[config.mk]
export PLATFORM = sky130hd
export DESIGN_NAME = lzc_denorm_flat
export DESIGN_NICKNAME = d
export VERILOG_FILES = /design/src/rtl/lzc_pkg.sv /design/src/rtl/lzc_denorm_if.sv /design/src/rtl/lzc_shift_stage.sv /design/src/rtl/lzc_denorm.sv /design/src/flat_wrapper.sv
export SDC_FILE = /design/constraint.sdc
export NUM_CORES = 1
export LEC_CHECK = 0
export ABC_AREA = 1
export CELL_PAD_IN_SITES_DETAIL_PLACEMENT = 1
export CELL_PAD_IN_SITES_GLOBAL_PLACEMENT = 2
export CORE_UTILIZATION = 27
export DETAILED_ROUTE_END_ITERATION = 10
export GPL_TIMING_DRIVEN = 0
export MAX_ROUTING_LAYER = met4
export PLACE_DENSITY_LB_ADDON = 0.25
export SYNTH_ARGS = -nofsm -noshare
export SYNTH_HDL_FRONTEND = slang
export SYNTH_SLANG_ARGS = --single-unit
[constraint.sdc]
create_clock -name clk -period 5.9 [get_ports clk]
set_input_delay 1.77 -clock clk [delete_from_list [all_inputs] [get_ports clk]]
set_output_delay 1.77 -clock clk [all_outputs]
set_load 0.01 [all_outputs]
[src/rtl/lzc_pkg.sv]
// Shared constants and FSM encoding for the leading-zero denormaliser.
package lzc_pkg;
  localparam int LZC_N  = 32;
  localparam int LZC_CW = $clog2(LZC_N) + 1;

  typedef enum logic [1:0] {
    IDLE  = 2'd0,
    SHIFT = 2'd1,
    DONE  = 2'd2
  } lzc_denorm_state_t;
endpackage

[src/rtl/lzc_denorm_if.sv]
// Upstream word/count and downstream result channels, each with a valid/ready pair.
interface lzc_denorm_if import lzc_pkg::*; #(
  parameter int N = LZC_N
);
  localparam int CW = $clog2(N) + 1;

  logic          in_valid;
  logic          in_ready;
  logic [N-1:0]  in_data;
  logic [CW-1:0] in_count;
  logic          out_valid;
  logic          out_ready;
  logic [N-1:0]  out_data;
  logic          out_err;

  modport master (
    output in_valid, in_data, in_count, out_ready,
    input  in_ready, out_valid, out_data, out_err
  );

  modport slave (
    input  in_valid, in_data, in_count, out_ready,
    output in_ready, out_valid, out_data, out_err
  );
endinterface

[src/rtl/lzc_shift_stage.sv]
// Conditional logical right shift by 2^K; combinational, no handshake.
module lzc_shift_stage #(
  parameter int N = 32,
  parameter int K = 0
) (
  input  logic         en,
  input  logic [N-1:0] din,
  output logic [N-1:0] dout
);
  generate
    if ((1 << K) >= N) begin : g_clear
      assign dout = en ? '0 : din;
    end else begin : g_shift
      assign dout = en ? (din >> (1 << K)) : din;
    end
  endgenerate
endmodule

[src/rtl/lzc_denorm.sv]
// Restores norm >> count with one log-shift stage per clock; out_valid rises CW clocks after accept.
// Single word in flight; in_ready low until the result is taken. LZC_DENORM_CHECK_EN adds out_err.
module lzc_denorm import lzc_pkg::*; #(
  parameter int N = LZC_N
) (
  input logic         clk,
  input logic         rst_n,
  lzc_denorm_if.slave bus
);
  localparam int CW = $clog2(N) + 1;
  localparam int SW = $clog2(CW);

  lzc_denorm_state_t state, nxt;
  logic [N-1:0]  sreg;
  logic [N-1:0]  shifted;
  logic [CW-1:0] cnt;
  logic [CW-1:0] cnt_sat;
  logic [SW-1:0] stage;
  logic [N-1:0]  stg_out [CW];
  logic          accept;

  for (genvar k = 0; k < CW; k++) begin : g_stage
    lzc_shift_stage #(.N(N), .K(k)) u_stage (
      .en   (cnt[k]),
      .din  (sreg),
      .dout (stg_out[k])
    );
  end

  always_comb begin
    shifted = sreg;
    for (int k = 0; k < CW; k++) begin
      if (stage == SW'(k)) shifted = stg_out[k];
    end
  end

  assign cnt_sat = (bus.in_count > CW'(N)) ? CW'(N) : bus.in_count;
  assign accept  = bus.in_valid && (state == IDLE);

  always_comb begin
    nxt           = state;
    bus.in_ready  = 1'b0;
    bus.out_valid = 1'b0;
    case (state)
      IDLE: begin
        bus.in_ready = 1'b1;
        if (bus.in_valid) nxt = SHIFT;
      end
      SHIFT: begin
        if (stage == '0) nxt = DONE;
      end
      DONE: begin
        bus.out_valid = 1'b1;
        if (bus.out_ready) nxt = IDLE;
      end
      default: nxt = IDLE;
    endcase
  end

  always_ff @(posedge clk) begin
    if (!rst_n) begin
      state <= IDLE;
      sreg  <= '0;
      cnt   <= '0;
      stage <= '0;
    end else begin
      state <= nxt;
      case (state)
        IDLE: begin
          if (accept) begin
            sreg  <= bus.in_data;
            cnt   <= cnt_sat;
            stage <= SW'(CW - 1);
          end
        end
        SHIFT: begin
          sreg <= shifted;
          if (stage != '0) stage <= stage - SW'(1);
        end
        default: ;
      endcase
    end
  end

  // The shift register is the result; it only moves in IDLE-accept and SHIFT.
  assign bus.out_data = sreg;

`ifdef LZC_DENORM_CHECK_EN
  logic err_q;
  logic err_d;

  assign err_d = (bus.in_count > CW'(N))
              || ((bus.in_count < CW'(N)) && !bus.in_data[N-1])
              || ((bus.in_count == CW'(N)) && (|bus.in_data));

  always_ff @(posedge clk) begin
    if (!rst_n) begin
      err_q <= 1'b0;
    end else if (accept) begin
      err_q <= err_d;
    end
  end

  assign bus.out_err = err_q;
`else
  assign bus.out_err = 1'b0;
`endif
endmodule

[src/flat_wrapper.sv]
// flat-port wrapper written by rule: the top's interface ports become plain ports
module lzc_denorm_flat import lzc_pkg::*;
#(
  parameter int N = LZC_N
)
  (clk, rst_n, bus_in_valid, bus_in_data, bus_in_count, bus_out_ready, bus_in_ready, bus_out_valid, bus_out_data, bus_out_err);
  lzc_denorm_if #(.N(N)) bus_i ();
  input logic clk;
  input logic rst_n;
  input wire logic [$bits(bus_i.in_valid)-1:0] bus_in_valid;
  input wire logic [$bits(bus_i.in_data)-1:0] bus_in_data;
  input wire logic [$bits(bus_i.in_count)-1:0] bus_in_count;
  input wire logic [$bits(bus_i.out_ready)-1:0] bus_out_ready;
  output wire logic [$bits(bus_i.in_ready)-1:0] bus_in_ready;
  output wire logic [$bits(bus_i.out_valid)-1:0] bus_out_valid;
  output wire logic [$bits(bus_i.out_data)-1:0] bus_out_data;
  output wire logic [$bits(bus_i.out_err)-1:0] bus_out_err;
  assign bus_i.in_valid = bus_in_valid;
  assign bus_i.in_data = bus_in_data;
  assign bus_i.in_count = bus_in_count;
  assign bus_i.out_ready = bus_out_ready;
  assign bus_in_ready = bus_i.in_ready;
  assign bus_out_valid = bus_i.out_valid;
  assign bus_out_data = bus_i.out_data;
  assign bus_out_err = bus_i.out_err;
  lzc_denorm #(.N(N)) u_core (.clk(clk), .rst_n(rst_n), .bus(bus_i));
endmodule
# Word level (Yosys, flattened, before mapping)
# Index checks and enable logic that the tools add are counted.
[classes]
addsub = 1
multipliers = 0
div_mod_pow = 0
magnitude_cmp = 1
n_eq_ne = 19
n_shift = 0
muxes = 24
n_bitwise = 0
reduce_logical = 9
[op_table]
columns = ["operator", "n"]
rows = [
  ["$mux 32", 13],
  ["$pmux 32 s2", 1],
  ["$ne 7x1->1 const B", 2],
  ["$reduce_and 9->1", 1],
  ["$ne 7x6->1 const B", 1],
  ["$eq 3x2->1 const B", 2],
  ["$eq 3x3->1 const B", 2],
  ["$gt 6x6->1 const B", 1],
  ["$mux 2", 3],
  ["$mux 3", 2],
  ["$mux 6", 1],
  ["$ne 2x1->1 const B", 3],
  ["$ne 6x5->1 const B", 1],
  ["$pmux 2 s3", 1],
  ["$pmux 3 s2", 1],
  ["$reduce_and 3->1", 2],
  ["$ne 5x4->1 const B", 1],
  ["$ne 2x2->1 const B", 2],
  ["$ne 4x3->1 const B", 1],
  ["$eq 3x1->1 const B", 1],
  ["$logic_not 3->1", 1],
  ["$ne 3x2->1 const B", 1],
  ["$reduce_bool 3->1", 1],
  ["$sub 3x1->3 const B", 1],
  ["other kinds (7)", 8],
]
[word_totals]
regBits = 43
latchBits = 0
ramBits = 0
rom_bits = 0
inputBits = 42
output_inout_bits = 35
word_cells = 58
n_memories = 0

# Depth between registers and ports, before layout
[depth]
depth_word = 8
depth_mapped = 15
mapped_depth_nobuf = 12

# Hierarchy
# From an unflattened synthesis, not the netlist that was laid out.
[hier_totals]
cells_unflattened = 1361
area_unflattened_um2 = 6756.5
[modules_own_cells]
columns = ["mod", "n_inst", "cells_per_inst", "area_per_inst_um2", "seq_area_each_um2"]
rows = [
  ["lzc_denorm", 1, 809, 4237.8, 860.8],
  ["lzc_shift_stage (u_core.g_stage[0].u_stage)", 1, 103, 490.5, 0.0],
  ["lzc_shift_stage (u_core.g_stage[2].u_stage)", 1, 99, 479.2, 0.0],
  ["lzc_shift_stage (u_core.g_stage[1].u_stage)", 1, 102, 466.7, 0.0],
  ["lzc_shift_stage (u_core.g_stage[3].u_stage)", 1, 95, 450.4, 0.0],
  ["lzc_shift_stage (u_core.g_stage[4].u_stage)", 1, 86, 357.8, 0.0],
  ["lzc_shift_stage (u_core.g_stage[5].u_stage)", 1, 67, 274.0, 0.0],
]

# Least setup slack after synthesis
# No wires, ideal clock.
[synth_path]
path_kind = "input-to-reg"
start = "input port bus_in_count[0]"
end = "register u_core.cnt[0]"
setup_ns = 0.070
arrival_time_ns = 2.603
required_time_ns = 5.830
path_slack_ns = 3.227
cell_stages = 4
path_buffers = 0
path_cell_list = "or2_2 -> o41ai_1 -> nand2_1 -> a21oi_1"
[synth_between]
elab_chain_len = 2
[synth_lines]
columns = ["element", "line_no", "text"]
rows = [
  ["start, declared", "flat_wrapper.sv:12", "input wire logic [$bits(bus_i.in_count)-1:0] bus_in_count;"],
  ["$gt 6x6->1", "lzc_denorm.sv:37", "assign cnt_sat = (bus.in_count > CW'(N)) ? CW'(N) : bus.in_count;"],
  ["$mux 6 *", "lzc_denorm.sv:37", ""],
  ["end signal, assigned", "lzc_denorm.sv:72", "cnt <= cnt_sat;"],
  ["end, declared", "lzc_denorm.sv:16", "logic [CW-1:0] cnt;"],
]
# Mark *: on every way between the ends. The rest lies on a longest branch, timed or not.
# A chain may end at the register's enable or synchronous reset.

# Final worst setup path
[layout_path]
start = "register u_core.sreg[31] (netlist: u_core.bus.out_data[31])"
end = "output port bus_out_data[31]"
[layout_rtl]
columns = ["element", "line_no", "text"]
rows = [
  ["start, declared", "lzc_denorm.sv:14", "logic [N-1:0] sreg;"],
  ["start signal, assigned", "lzc_denorm.sv:71", "sreg <= bus.in_data;"],
  ["start signal, assigned", "lzc_denorm.sv:77", "sreg <= shifted;"],
  ["end, declared", "flat_wrapper.sv:16", "output wire logic [$bits(bus_i.out_data)-1:0] bus_out_data;"],
]
# No word-level cell between the ends.

==> impl_metrics.csv <==
group,metric,value,unit
floorplanning,die_x,111,µm
placement,place_hpwl,10600,µm
global_route,grt_max_degree,16,
global_route,grt_use_total,0.237,
cts,clkLatencyLatePin,0.30,ns
timing,fin_worst_skew,0.00634,ns
global_route,grt_pass1_wl,22000,µm
setup_path,worst-path-buf-inv,1,
placement,placed_cells,804,
synth,synth.area.top_cells,"nand2_1, dfxtp_1, nor2_1, inv_1, a21oi_1",
power_and_ir_drop,p_leak,0.00212,µW
setup_path,path_class,"flip-flop to output pin",
timing,setup_slack,2.70,ns
cts,clk_path_buf_depth,2,
outcome,violations,"DRC",
timing,hold_viol,0,
routing,wl_per_cell,17.0,µm
cells_and_area,instances_no_fill,812,
timing,fin_tns_setup,0,ns
setup_path,cp_cell_sequence,"clkdlybuf4s50_1",
synth,syn-mean-instance-area,5.49,µm²
floorplanning,io_pins,77,
global_route,grt_antenna_before_repair,0,
synth,ys_seq_area_frac,0.267,
floorplanning,start_util,0.280,
setup_path,cpPeakStageDelay,0.60,ns
timing,slew_violations,0,
synth,synthesis.area,3220,µm²
min_path,hp-class,"flip-flop to flip-flop",
routing,postRouteAntennaNets,0,
cts,root_buffer,"clkbuf_16",
synth,syn_inst,587,
timing,tightest_slew,0.632,ns
power_and_ir_drop,power.total,1420,µW
synth,yosysWarningCount,0,
placement,gp_congestion,0.885,
power_and_ir_drop,powerDensity,332,nW/µm²
synth,synth.top_cell.area_share,0.283,
cells_and_area,final_util,0.373,
synth,ys.flop_type,"dfxtp_1",
cells_and_area,fillers,1587,
power_and_ir_drop,max-vdd-ir-drop,0.000132,V
setup_path,crit_required,4.13,ns
synth,synthArstFlopShare,0,
setup_path,startpoint_type,"flip-flop",
floorplanning,die_h,111,µm
placement,pre_cts_ws,2.48,ns
synth,syn_nets,634,
routing,vias_per_cell,4.91,
cells_and_area,layout-drive-gt1-share,0.0508,
cts,htree_num_levels,2,
routing,route.detailed.drc,16,
routing,firstDrtPassIters,7,
outcome,status,"complete, but fails checks",
cells_and_area,nets,715,
cts,cts_hold_buf,0,
timing,rsz0062_at_grt,"false",
synth,synth_edf_count,0,
setup_path,worstPathMaxFanout,5,
floorplanning,row_count,39,
cts,post_cts_buffers,0,
timing,setup_viol,0,
global_route,grt_pass1_vias,4011,
routing,vias,3990,
cells_and_area,diodes,0,
synth,yosysTopAreaCell,"nand2_1",
placement,numPortBuffers,74,
synth,ys_ff_latch,43,
synth,ys_types,31,
routing,routed_wl,13800,µm
timing,timing.fmax,312,MHz
cells_and_area,syn_to_final_growth,33.2,%
setup_path,arrival,1.43,ns
cts,numClockSinks,43,
routing,drt_iter0_markers,216,
setup_path,cp-end-kind,"output pin",
cts,cts_tree,"yes",
cts,clk_pin_slew,0.07,ns
cts,cts_made_buffers,5,
global_route,gr-total-overflow,0,
timing,relSlewSlack,0.579,
setup_path,cpLargestDelayFamily,"buffers and inverters",
setup_path,cp_slowest_cell,"clkdlybuf4s50_1",
flow_run,cap_viol_max_count,0,
setup_path,rrSetupSlack,3.20,ns
floorplanning,core_area,11500,µm²
floorplanning,die_area,12400,µm²
cts,cts-resized-gates,0,
timing,fin_crit_sh,0.543,
timing,fin_crit,3.20,ns
## state kept, by name (all words and copies together), names as in the netlist
name	count
u_core.bus.out_data	32
u_core.stage	3
u_core.cnt	6
u_core.state	2
## cell type report
class                           instances  area, µm²  area share
Clock buffer                            5        125      0.0291
Inverter                               59        221      0.0516
Clock inverter                          3       25.0     0.00583
Multi-Input combinational cell        456       2020       0.469
Sequential cell                        43        861       0.200
Buffer                                 29        126      0.0294
Timing Repair Buffer                   74        741       0.172
Tap cell                              143        179      0.0417
## final timing paths
check                                  startpoint                             endpoint  depth (start not counted)
min reg2reg            u_core.cnt[3]$_SDFFE_PN0P_           u_core.cnt[3]$_SDFFE_PN0P_                          2
max          u_core.bus.out_data[31]$_SDFFE_PN0P_                     bus_out_data[31]                          1
min                    u_core.cnt[3]$_SDFFE_PN0P_           u_core.cnt[3]$_SDFFE_PN0P_                          2
max reg2reg          u_core.stage[1]$_SDFFE_PN0P_  u_core.bus.out_data[8]$_SDFFE_PN0P_                         12
## cell usage after synthesis (all sizes together) (4+ instances only)
library cell	instances
nand2	245
nor2	89
inv	57
dfxtp	43
a21oi	31
o21ai	23
o22ai	20
clkbuf	17
nand3	15
buf	12
a21boi	9
ha	5
nand4	5
o2111ai	4
## layout by cell type, fill, tap and decap left out
master / n
clkbuf_16: 5
a21oi_1: 31
dfxtp_1: 43
nand3b_1: 1
o21ai_2: 1
nand3_1: 14
a21boi_0: 9
o21ai_1: 1
ha_1: 5
nor3_1: 1
o211ai_1: 2
nand2_2: 2
clkinvlp_4: 1
buf_2: 8
nand2_1: 243
buf_4: 2
conb_1: 1
nand4_1: 5
clkbuf_1: 17
inv_2: 6
nor2_1: 84
clkinv_1: 2
a211oi_1: 2
clkdlybuf4s50_1: 74
o21ai_0: 21
o41ai_1: 1
buf_1: 2
o22ai_1: 20
a22oi_1: 1
o2111ai_1: 4
inv_1: 51
nand3_2: 1
nor2_2: 5
clkinv_4: 2
or2_2: 1
## routing by layer
| layer | track usage | wire, µm | vias up |
|---|---|---|---|
| met2 | 0.383 | 6470 | 92 |
| met4 | 0.0577 | 200 | 0 |
| met1 | 0.306 | 6510 | 1874 |
| met3 | 0.0410 | 621 | 15 |
| met5 | - | 0 | - |
| li1 | - | - | 2009 |
## metrics by stage
| stage | hold slack (ns) | instance area (µm²) |
|---|---|---|
| 2_1_floorplan | 0.430 | 3220 |
| 3_3_place_gp | 0.465 | 4140 |
| 3_5_place_dp | 0.467 | 4140 |
| 4_1_cts | 0.477 | 4290 |
| 5_1_grt | 0.492 | 4290 |
| 6_report | 0.476 | 4290 |
## kinds of logic (layout without fill, tap and decap cells)
group	count (synthesis)	count (layout)	share of synthesized area
other	1	1	0.00116
adders and majority gates	5	5	0.0194
AOI/OAI and AO/OA	93	93	0.170
and+or+nand+nor	357	357	0.435
buffers and inverters	88	170	0.108
DFF	43	43	0.267
## power breakdown
| group | internal, µW | switching [µW] |
|---|---|---|
| logic | 270 | 435 |
| registers | 350 | 71.3 |
| clock network | 159 | 139 |
| total | 779 | 646 |
Power figures use the tool's default switching activity.
